===== src/rtl/booth_mac_pkg.sv =====
// Shared definitions for the Booth multiply-accumulate sequencer: FSM encoding and default sizes.
package booth_mac_pkg;

    typedef enum logic [2:0] {
        StIdle,
        StLoad,
        StWait,
        StAccum,
        StDone
    } state_e;

    localparam int unsigned DefOpW      = 8;
    localparam int unsigned DefProdW    = 2 * DefOpW;
    localparam int unsigned DefAccW     = 20;
    localparam int unsigned DefVecLen   = 4;
    localparam int unsigned DefMulCycles = 9;

endpackage


===== src/rtl/mac_sat_add.sv =====
// Signed ACC_W-bit adder with overflow flag; defining SATURATE_EN clamps the sum on overflow,
// otherwise the sum wraps modulo 2^ACC_W.
module mac_sat_add
    import booth_mac_pkg::*;
#(
    parameter int unsigned ACC_W = DefAccW
) (
    input  logic [ACC_W-1:0] a,
    input  logic [ACC_W-1:0] b,
    output logic [ACC_W-1:0] sum,
    output logic             ovf
);

    logic [ACC_W:0] full;

    always_comb begin
        full = {a[ACC_W-1], a} + {b[ACC_W-1], b};
        // Overflow when the extra sign bit disagrees with the ACC_W-bit sign.
        ovf  = full[ACC_W] ^ full[ACC_W-1];
`ifdef SATURATE_EN
        if (ovf) begin
            sum = full[ACC_W] ? {1'b1, {(ACC_W-1){1'b0}}} : {1'b0, {(ACC_W-1){1'b1}}};
        end else begin
            sum = full[ACC_W-1:0];
        end
`else
        sum = full[ACC_W-1:0];
`endif
    end

endmodule


===== src/rtl/booth_mac_sequencer.sv =====
// Feeds operand pairs to an external fixed-latency multiplier and accumulates VEC_LEN products
// into a dot-product result. Saturation is selected with the SATURATE_EN macro (see mac_sat_add).
module booth_mac_sequencer
    import booth_mac_pkg::*;
#(
    parameter int unsigned OP_W       = DefOpW,
    parameter int unsigned PROD_W     = DefProdW,
    parameter int unsigned ACC_W      = DefAccW,
    parameter int unsigned VEC_LEN    = DefVecLen,
    parameter int unsigned MUL_CYCLES = DefMulCycles
) (
    input  logic              clk,
    input  logic              reset,
    input  logic              clr,
    input  logic              in_valid,
    output logic              in_ready,
    input  logic [OP_W-1:0]   in_a,
    input  logic [OP_W-1:0]   in_b,
    output logic              mul_load,
    output logic [OP_W-1:0]   mul_a,
    output logic [OP_W-1:0]   mul_b,
    input  logic [PROD_W-1:0] mul_product,
    output logic              out_valid,
    input  logic              out_ready,
    output logic [ACC_W-1:0]  out_acc,
    output logic              ovf
);

    localparam int unsigned CntW  = $clog2(VEC_LEN + 1);
    localparam int unsigned WaitW = $clog2(MUL_CYCLES + 1);

    state_e             state_q, state_d;
    logic [OP_W-1:0]    mul_a_q, mul_a_d;
    logic [OP_W-1:0]    mul_b_q, mul_b_d;
    logic [ACC_W-1:0]   acc_q, acc_d;
    logic [CntW-1:0]    elem_q, elem_d;
    logic [WaitW-1:0]   wait_q, wait_d;
    logic               ovf_q, ovf_d;

    logic [ACC_W-1:0]   prod_ext;
    logic [ACC_W-1:0]   add_sum;
    logic               add_ovf;

    assign prod_ext = ACC_W'(signed'(mul_product));

    mac_sat_add #(
        .ACC_W (ACC_W)
    ) u_add (
        .a   (acc_q),
        .b   (prod_ext),
        .sum (add_sum),
        .ovf (add_ovf)
    );

    always_comb begin
        state_d = state_q;
        mul_a_d = mul_a_q;
        mul_b_d = mul_b_q;
        acc_d   = acc_q;
        elem_d  = elem_q;
        wait_d  = wait_q;
        ovf_d   = ovf_q;

        // Abort wins over everything, including a pending result; operands stay as they were.
        if (clr) begin
            state_d = StIdle;
            acc_d   = '0;
            elem_d  = '0;
            wait_d  = '0;
            ovf_d   = 1'b0;
        end else begin
            unique case (state_q)
                StIdle: begin
                    if (in_valid) begin
                        mul_a_d = in_a;
                        mul_b_d = in_b;
                        state_d = StLoad;
                    end
                end
                StLoad: begin
                    wait_d  = WaitW'(MUL_CYCLES - 1);
                    state_d = StWait;
                end
                StWait: begin
                    if (wait_q == '0) begin
                        state_d = StAccum;
                    end else begin
                        wait_d = wait_q - WaitW'(1);
                    end
                end
                StAccum: begin
                    acc_d   = add_sum;
                    ovf_d   = ovf_q | add_ovf;
                    elem_d  = elem_q + CntW'(1);
                    state_d = (elem_q == CntW'(VEC_LEN - 1)) ? StDone : StIdle;
                end
                StDone: begin
                    if (out_ready) begin
                        acc_d   = '0;
                        elem_d  = '0;
                        ovf_d   = 1'b0;
                        state_d = StIdle;
                    end
                end
                default: state_d = StIdle;
            endcase
        end
    end

    always_ff @(posedge clk or negedge reset) begin
        if (!reset) begin
            state_q <= StIdle;
            mul_a_q <= '0;
            mul_b_q <= '0;
            acc_q   <= '0;
            elem_q  <= '0;
            wait_q  <= '0;
            ovf_q   <= 1'b0;
        end else begin
            state_q <= state_d;
            mul_a_q <= mul_a_d;
            mul_b_q <= mul_b_d;
            acc_q   <= acc_d;
            elem_q  <= elem_d;
            wait_q  <= wait_d;
            ovf_q   <= ovf_d;
        end
    end

    assign in_ready  = (state_q == StIdle);
    assign mul_load  = (state_q == StLoad);
    assign out_valid = (state_q == StDone);
    assign mul_a     = mul_a_q;
    assign mul_b     = mul_b_q;
    assign out_acc   = acc_q;
    assign ovf       = ovf_q;

endmodule

===== config.mk =====
export PLATFORM = sky130hd
export DESIGN_NAME = booth_mac_sequencer
export DESIGN_NICKNAME = d
export VERILOG_FILES = /design/src/rtl/booth_mac_pkg.sv /design/src/rtl/mac_sat_add.sv /design/src/rtl/booth_mac_sequencer.sv
export SDC_FILE = /design/constraint.sdc
export NUM_CORES = 1
export LEC_CHECK = 0
export ABC_AREA = 1
export BUFFER_PORTS_ARGS = -buffer_cell sky130_fd_sc_hd__buf_2
export CAP_MARGIN = 10
export CORE_UTILIZATION = 49
export DETAILED_ROUTE_END_ITERATION = 10
export GPL_ROUTABILITY_DRIVEN = 0
export PLACE_DENSITY = 0.84
export REMOVE_ABC_BUFFERS = 1
export SKIP_LAST_GASP = 1
export SYNTH_ARGS = -nofsm -noshare
export SYNTH_HDL_FRONTEND = slang
export SYNTH_SLANG_ARGS = --single-unit

===== constraint.sdc =====
create_clock -name clk -period 1.7 [get_ports clk]
set_input_delay 0.17 -clock clk [delete_from_list [all_inputs] [get_ports clk]]
set_output_delay 0.17 -clock clk [all_outputs]
set_load 0.02 [all_outputs]

Word-level counts from Yosys, hierarchy flattened --
Cells that the tools add are included.
Storage, ports and cells: logic and storage cells 47, bits in registers 47, input bits 37, output and inout port bits 40
Cells by class: reduce and logical (&&, ||, !) cells 8, equal/unequal tests 9, add/sub/neg operators 3, bitwise logic cells 3, multiplexer cells 17
Operators with widths (count):
- $mux 20 | 2
- $pmux 20 s2 | 1
- $add 20x16->21 | 1
- $mux 3 | 6
- $pmux 3 s5 | 1
- $eq 3x2->1 const B | 3
- $ne 3x3->1 const B | 3
- $mux 4 | 2
- $pmux 4 s2 | 1
- $pmux 3 s2 | 1
- $reduce_and 3->1 | 2
- $reduce_bool 3->1 | 2
- $logic_not 4->1 | 1
- $reduce_and 2->1 | 2
- $sub 4x1->4 const B | 1
- $add 3x1->3 const B | 1
- $eq 3x1->1 const B | 1
- $eq 3x3->1 const B | 1
- $logic_not 3->1 | 1
- $ne 3x2->1 const B | 1
- $mux 1 | 2
- $pmux 1 s2 | 1
- $not 1->1 | 1
- $or 1x1->1 | 1
- $xor 1x1->1 | 1

Longest topological paths before layout --
Gate-level depths: netlist (run 1).
word-level depth 5, depth in mapped cells 14, gate-level depth less buffers 14

Modules after synthesis --
Synthesis (run 1) repeated with hierarchy kept, for this count alone.
Second synthesis, totals: cells, all modules 473, area total of the unflattened synthesis 3372.0 µm²
By module, submodules not included:
- booth_mac_sequencer | instances 1, cells an instance 239, sequential area each 1176.1 µm², area each 2129.5 µm²
- mac_sat_add | instances 1, cells an instance 234, sequential area each 0.0 µm², area each 1242.4 µm²

Least setup slack after synthesis (run 1) --
Ideal clock, no wire load.
kind register -> register, start reg acc_q[0], in the netlist out_acc[0], end reg acc_q[14], in the netlist out_acc[14], data arrival time 1.824 ns, period minus slack after synthesis 1.943 ns, path slack -0.243 ns, cell stages (with the launch flop) 12, required time 1.581 ns, library setup time 0.119 ns, buffers on the path 0, cell sequence dfrtp_1 ha_1 inv_1 fa_1 o21ai_2 nand2_1 nand2_2 nand3_1 nand2_1 nand2_1 nand2_1 o21ai_2
On the way: word-level cells in the longest chain between the ends 3
Ends and longest elaborated chain:
- from (decl) | RTL line booth_mac_sequencer.sv:35 | logic [ACC_W-1:0] acc_q, acc_d;
- from (signal assigned) | RTL line booth_mac_sequencer.sv:115 | acc_q <= '0;
- from (signal assigned) | RTL line booth_mac_sequencer.sv:123 | acc_q <= acc_d;
- $add 20x16->21 | RTL line mac_sat_add.sv:17 | full = {a[ACC_W-1], a} + {b[ACC_W-1], b};
- $pmux 20 s2 | RTL line booth_mac_sequencer.sv:72 | unique case (state_q)
- $mux 20 | RTL line booth_mac_sequencer.sv:65 | if (clr) begin
Every way passes these cells. A chain may end at the register's enable or synchronous reset.

Final worst setup path (run 1) --
start reg acc_q[7], in the netlist out_acc[7], end reg ovf_q, in the netlist ovf
On the way: word-level cells in the longest chain between the ends 5
Ends and longest elaborated chain:
- $add 20x16->21 | RTL line mac_sat_add.sv:17
- $xor 1x1->1 | RTL line mac_sat_add.sv:19 | ovf = full[ACC_W] ^ full[ACC_W-1];
- $or 1x1->1 | RTL line booth_mac_sequencer.sv:93 | ovf_d = ovf_q | add_ovf;
- $pmux 1 s2 | RTL line booth_mac_sequencer.sv:72
- $mux 1 | RTL line booth_mac_sequencer.sv:65
- to (signal assigned) | RTL line booth_mac_sequencer.sv:126 | ovf_q <= ovf_d;
- to (decl) | RTL line booth_mac_sequencer.sv:38 | logic ovf_q, ovf_d;
Every way passes these cells.

==> results of run 1 <==
sequential cells by signal, summed over array words and instances, names as in the netlist:
signal / count
out_acc: 20
wait_q: 4
elem_q: 3
mul_b: 8
ovf: 1
mul_a: 8
state_q: 3
final timing paths:
path / start / endpoint / slack [ns] / depth (start not counted)
worst max-delay path: out_acc[7]$_DFFE_PN0P_ / ovf$_DFFE_PN0P_ / -0.20 / 13
worst min-delay path: clr / state_q[1]$_DFFE_PN0P_ / 0.07 / 2
worst max register to register: out_acc[7]$_DFFE_PN0P_ / ovf$_DFFE_PN0P_ / -0.20 / 13
worst min register to register: state_q[0]$_DFFE_PN0P_ / state_q[0]$_DFFE_PN0P_ / 0.50 / 1
max in group asynchronous: reset / out_acc[18]$_DFFE_PN0P_ / 0.88 / 3
min in group asynchronous: reset / mul_b[6]$_DFFE_PN0P_ / 0.30 / 2
cell type report:
cell class / instances / area, um^2
clock buffer: 5 / 68.8
sequential: 47 / 1180
multi-input combinational: 309 / 2220
inverter: 55 / 206
timing repair buffer: 142 / 915
fill: 396 / 1620
tap: 77 / 96.3
clock inverter: 3 / 47.5
cells in the final DEF, fill, tap and decap left out, types with 3 or more instances in the layout:
cell type and instances:
mux2_4 10, buf_4 60, o21ai_2 4, buf_6 3, inv_2 12, ha_1 6
a21oi_4 3, nand2_2 24, inv_1 43, nand4_1 4, o21ai_1 10, clkbuf_8 5
nor2_1 20, o21bai_1 3, xnor2_1 3, a21oi_1 14, ha_4 16, mux2_2 6
buf_2 76, o22ai_1 4, nor2_2 13, nand3_1 19, nand2_1 105, dfrtp_1 47
a21oi_2 6, o21ai_0 11, nand3_2 5
logic make-up after synthesis:
kind of cell             Yosys count  synth area share
AND/OR/NAND/NOR                  203             0.270
AO/OA/AOI/OAI                     61             0.109
buffers and inverters             60            0.0775
flip-flops                        47             0.366
adder cells (fa/ha/maj)           24            0.0959
multiplexers                      16            0.0678
XOR/XNOR                           5            0.0136
per-stage QoR:
stage          std cells  setup WS, ns  utilization
4_1_cts              629       -0.0525        0.713
3_3_place_gp         615       -0.0825        0.636
6_report             638        -0.196        0.744
2_1_floorplan        411        -0.244            -
3_5_place_dp         615        -0.157        0.636
5_1_grt              638        -0.284        0.744
repair_timing:
item / CTS / global route
gates resized for setup: 50 / 45
setup endpoints to repair: 16 / 15
pin swaps: 16 / 11
buffers inserted: 5 / 9
hold buffers: 1 / 0
endpoints found under the hold margin: 16 / 0
metal layers:
metal / GRT usage / share of wire / vias to the layer above
met5: 0 / 0 / -
met4: 0.129 / 0.050 / 0
met3: 0.0378 / 0.066 / 66
met1: 0.352 / 0.40 / 1708
li1: - / - / 1639
met2: 0.485 / 0.48 / 201
worst register-to-register path: cells and delay by family (launching register included):
kind	cells	cell delay (ns)
flip-flops	1	0.43
buffers and inverters	3	0.21
AND/OR/NAND/NOR	9	0.84
adder cells (fa/ha/maj)	1	0.32
power by group:
group	leakage [nW]	internal, mW	switching, mW
sequential	0.616	1.25	0.0877
clock	0.0587	0.447	0.456
combinational	1.87	0.520	0.654
total	2.54	2.22	1.20
==> metrics.md, run 1 <==
| Metric | Value |
|---|---|
| Synthesis-stage register bit count | `47` |
| Crit end category | `flop` |
| Hold Vio Cnt, Final | `0` |
| Worst-case clock buffer depth | `2` |
| Syn Area/Cell | `7.72 um^2` |
| DRC | `0` |
| Ys flop type | `dfrtp_1` |
| Max_slew headroom | `0.723` |
| Initial antenna violation count | `0` |
| Share of flip-flops with an asynchronous set or reset | `1.00` |
| Most common cell on crit path | `nand2_1` |
| Rows | `29` |
| WL/cell | `16.7 um` |
| Number of global-route vias before repair | `3,463` |
| Antenna viol nets, final | `0` |
| Max-cap violations | `0` |
| CP delay by family, top | `simple AND/OR/NAND/NOR gates` |
| Clk_skew | `0.0123 ns` |
| Mapped Cells | `416` |
| Synth top cells by count | `126 x nand2_1, 52 x inv_1, 47 x dfrtp_1` |
| Highest cell delay on the worst timing path | `0.43 ns` |
| Die height | `82.9 um` |
| CTS Root Buffer Type | `clkbuf_8` |
| Power Density | `724 mW/mm^2` |
| Tcrit/Tclk final | `1.12` |
| Chip Width | `82.9 um` |
| I/O Buffers | `76` |
| GRT overflow | `0` |
| H-Tree Depth | `2` |
| CP arrival | `2.11 ns` |
| Area of the die | `0.00688 mm^2` |
| Final Cell Area | `0.00473 mm^2` |
| Pleak | `2.54 nW` |
| Maximum vdd drop | `0.000551 V` |
| IO Pins | `77` |
| WS Path Type | `reg2reg` |
| FMAX | `0.527 GHz` |
| DRT Pass-1 Iters | `5` |
| Share of cells above drive strength 1 | `0.465` |
| Cell with the most instances after synthesis | `nand2_1` |
| Antenna cells | `0` |
| Area Overhead vs Synth | `47.2%` |
| CTS tree | `built` |
| Sequential share of the synthesized area | `0.366` |
| CTS Buf Count | `5` |
| Core Area | `0.00635 mm^2` |
| Warnings, synthesis | `0` |
| Crit start category | `flop` |
| Starting Density | `0.506` |
| Final max-slew violation count | `0` |
| Yosys cell types | `34` |
| Violated checks | `negative setup slack` |
| Synthesized cell area | `0.00321 mm^2` |
| Hold WS | `0.0673 ns` |
| First-pass GRT wire length | `15,900 um` |
| Setup TNS | `-1.36 ns` |
| Final worst slack | `-0.196 ns` |
| Hpwl dp | `6470 um` |
| Post-synth EDFFs | `0` |
| Critical Path RT | `1.92 ns` |
| # nets final | `621` |
| Clock latency on the worst-skew pair | `0.32 ns` |
| Hold Crit Class | `in2reg` |
| Top cell type's share of synthesized area | `0.366` |
| Synth area leader | `dfrtp_1` |
| RSZ-0062 raised after global routing | `true` |
| Total Routing Usage GR | `0.282` |
| Worst Path Buf+Inv | `3` |
| Clock transition at path regs | `0.11 ns` |
| Critical Path, Cell by Cell | `ha_4 > buf_12 > nand2_4 > nor2_2 > nand2_1 > nor2_1 > nand2_1 > nand3_1 > inv_1 > nand2_1 > nand3_1 > nand2_1 > inv_1` |
| Dominant cells by area after synthesis | `dfrtp_1 37%, nand2_1 15%, ha_1 9.0%, inv_1 6.1%, mux2_4 4.7%` |
| CP max FO | `4` |
| Status | `finished, violations left` |
| Worst-margin pin slew | `0.415 ns` |
| Slowest cell on crit path | `dfrtp_1` |
| Post-DP Area | `0.00404 mm^2` |
| Detailed-route via count | `3,614` |
| CTS Sinks | `47` |
| Finish-stage setup viols | `12` |
| Fin crit period | `1.90 ns` |
| DR iter-0 viols | `391` |
| Pin count of the biggest net entering global routing | `32` |
| Vias per inst | `5.66` |
| Routed Wire Length | `10,700 um` |
| Pwr Total | `3.42 mW` |
Note: power is estimated with default switching activity, not from simulation.
==> run 2, diff against run 1 <==
Settings changed: CORE_ASPECT_RATIO set to 0.8, RECOVER_POWER set to 50.
==> metrics.md, run 2 (synthesized netlist as in run 1, its figures left out) <==
| Metric | Value |
|---|---|
| Status | `finished, violations left` |
| Violated checks | `negative setup slack` |
| Max reg flops | `20` |
| Area Overhead vs Synth | `54.8%` |
| DR iter-0 viols | `534` |
| Total Routing Usage GR | `0.330` |
| Area of the die | `0.00688 mm^2` |
| CP max FO | `4` |
| Critical Path RT | `1.93 ns` |
| Clock transition at path regs | `0.10 ns` |
| Number of global-route vias before repair | `3,696` |
| Antenna viol nets, final | `0` |
| Fin crit period | `2.05 ns` |
| IO Pins | `77` |
| CTS Sinks | `47` |
| Power Density | `742 mW/mm^2` |
| Pleak | `2.63 nW` |
| Most frequent cells in the layout | `99 x nand2_1, 71 x buf_4, 59 x buf_2` |
| FMAX | `0.487 GHz` |
| DRC | `0` |
| Max_slew headroom | `0.186` |
| CTS tree | `built` |
| Met3 WL | `1820 um` |
| H-Tree Depth | `2` |
| Rows | `25` |
| Clk_skew | `0.00710 ns` |
| RSZ-0062 raised after global routing | `true` |
| I/O Buffers | `76` |
| Crit start category | `flop` |
| # nets final | `639` |
| DRT Pass-1 Iters | `8` |
| Chip Width | `92.5 um` |
| Critical Path, Cell by Cell | `ha_2 > inv_2 > fa_2 > o21ai_4 > buf_6 > nand2_2 > nand3_2 > inv_2 > nand2_2 > nand3_2 > nand2_2 > inv_2` |
| Tcrit/Tclk final | `1.21` |
| Antenna cells | `0` |
| CTS Buf Count | `5` |
| Core Area | `0.00610 mm^2` |
| Routed Wire Length | `14,300 um` |
| Highest cell delay on the worst timing path | `0.47 ns` |
| Final max-slew violation count | `0` |
| WS Path Type | `reg2reg` |
| Setup TNS | `-3.78 ns` |
| GRT overflow | `0` |
| Die height | `74.4 um` |
| Hold Vio Cnt, Final | `0` |
| Pin count of the biggest net entering global routing | `48` |
| CP arrival | `2.28 ns` |
| Worst-case clock buffer depth | `2` |
| Starting Density | `0.526` |
| Maximum vdd drop | `0.000858 V` |
| Crit end category | `flop` |
| Max-cap violations | `0` |
| Most common cell after layout, fill and taps aside | `nand2_1` |
| Top layer reached by signal wires | `met4` |
| Slowest cell on crit path | `fa_2` |
| WL/cell | `21.7 um` |
| CTS Root Buffer Type | `clkbuf_8` |
| Final worst slack | `-0.354 ns` |
| Hpwl dp | `7400 um` |
| Hold WS | `0.0856 ns` |
| Worst-margin pin slew | `1.22 ns` |
| Finish-stage setup viols | `15` |
| Met2 wire len | `6340 um` |
| WL met1 | `4900 um` |
| Vias per inst | `6.30` |
| First-pass GRT wire length | `17,400 um` |
| Hold Crit Class | `in2reg` |
| Clock latency on the worst-skew pair | `0.32 ns` |
| Detailed-route via count | `4,158` |
| Initial antenna violation count | `0` |
| Share of cells above drive strength 1 | `0.480` |
-- run 2: cell count changes in the layout (fill, tap and decap cells not counted), sizes merged --
| cell | before | now |
|---|---|---|
| clkbuf | 5 | 24 |
| inv | 56 | 54 |
| bufinv | 1 | 2 |
-- run 2: report_power, final --
group	total [mW]	leakage [nW]	internal [mW]	switching, mW
clock network	1.03	0.0654	0.589	0.444
registers	1.36	0.612	1.26	0.105
logic	1.30	1.95	0.535	0.762
-- run 2: routing by layer --
metal | global-route usage | vias to the layer above
met5 | 0 | -
met1 | 0.403 | 1867
met3 | 0.0716 | 173
met2 | 0.539 | 440
li1 | - | 1678
met4 | 0.210 | 0
-- run 2: final timing paths --
check                      depth (start not counted)  slack [ns]                   start                       to
max in group asynchronous                          3        0.16                   reset   state_q[1]$_DFFE_PN0P_
hold reg to reg                                    1        0.52    mul_b[2]$_DFFE_PN0P_     mul_b[2]$_DFFE_PN0P_
min in group asynchronous                          3        0.71                   reset  out_acc[13]$_DFFE_PN0P_
setup reg to reg                                  12       -0.35  out_acc[0]$_DFFE_PN0P_          ovf$_DFFE_PN0P_
setup / recovery                                  12       -0.35  out_acc[0]$_DFFE_PN0P_          ovf$_DFFE_PN0P_
hold / removal                                     2        0.09                 in_b[7]     mul_b[7]$_DFFE_PN0P_
-- run 2: worst max-delay path: cells and delay by family, from the launching register on --
kind	cells	cell delay, ns
adder cells (fa/ha/maj)	2	0.68
buffers and inverters	4	0.27
AO/OA/AOI/OAI	1	0.27
AND/OR/NAND/NOR	5	0.34
flip-flops	1	0.39
-- run 2: metrics by stage --
step           total power, mW   util  instance area (um^2)  worst slack (ns)  std cells
2_1_floorplan             1.95      -                  3170            -0.244        411
3_3_place_gp              2.33  0.677                  4130           -0.0927        630
3_5_place_dp              2.39  0.677                  4130            -0.234        630
4_1_cts                   3.45  0.749                  4570           -0.0567        644
5_1_grt                   3.79  0.815                  4970            -0.473        660
6_report                  3.69  0.815                  4970            -0.354        660
-- run 2: cell type report --
cell class              instances  area, um^2
inverters                      55         210
repair buffers                160        1050
well taps                      81         101
fillers                       321        1130
flip-flops and latches         47        1180
multi-input cells             309        2300
clock inverters                 2        60.1
clock buffers                   6        72.6
-- run 2: repair_timing --
item                                   in CTS  in global routing
pin swaps                                   8                 39
gates resized for setup                    46                 88
endpoints found under the hold margin      47                  0
hold buffers                                1                  0
buffers inserted                            5                 18
setup endpoints to repair                  17                 23
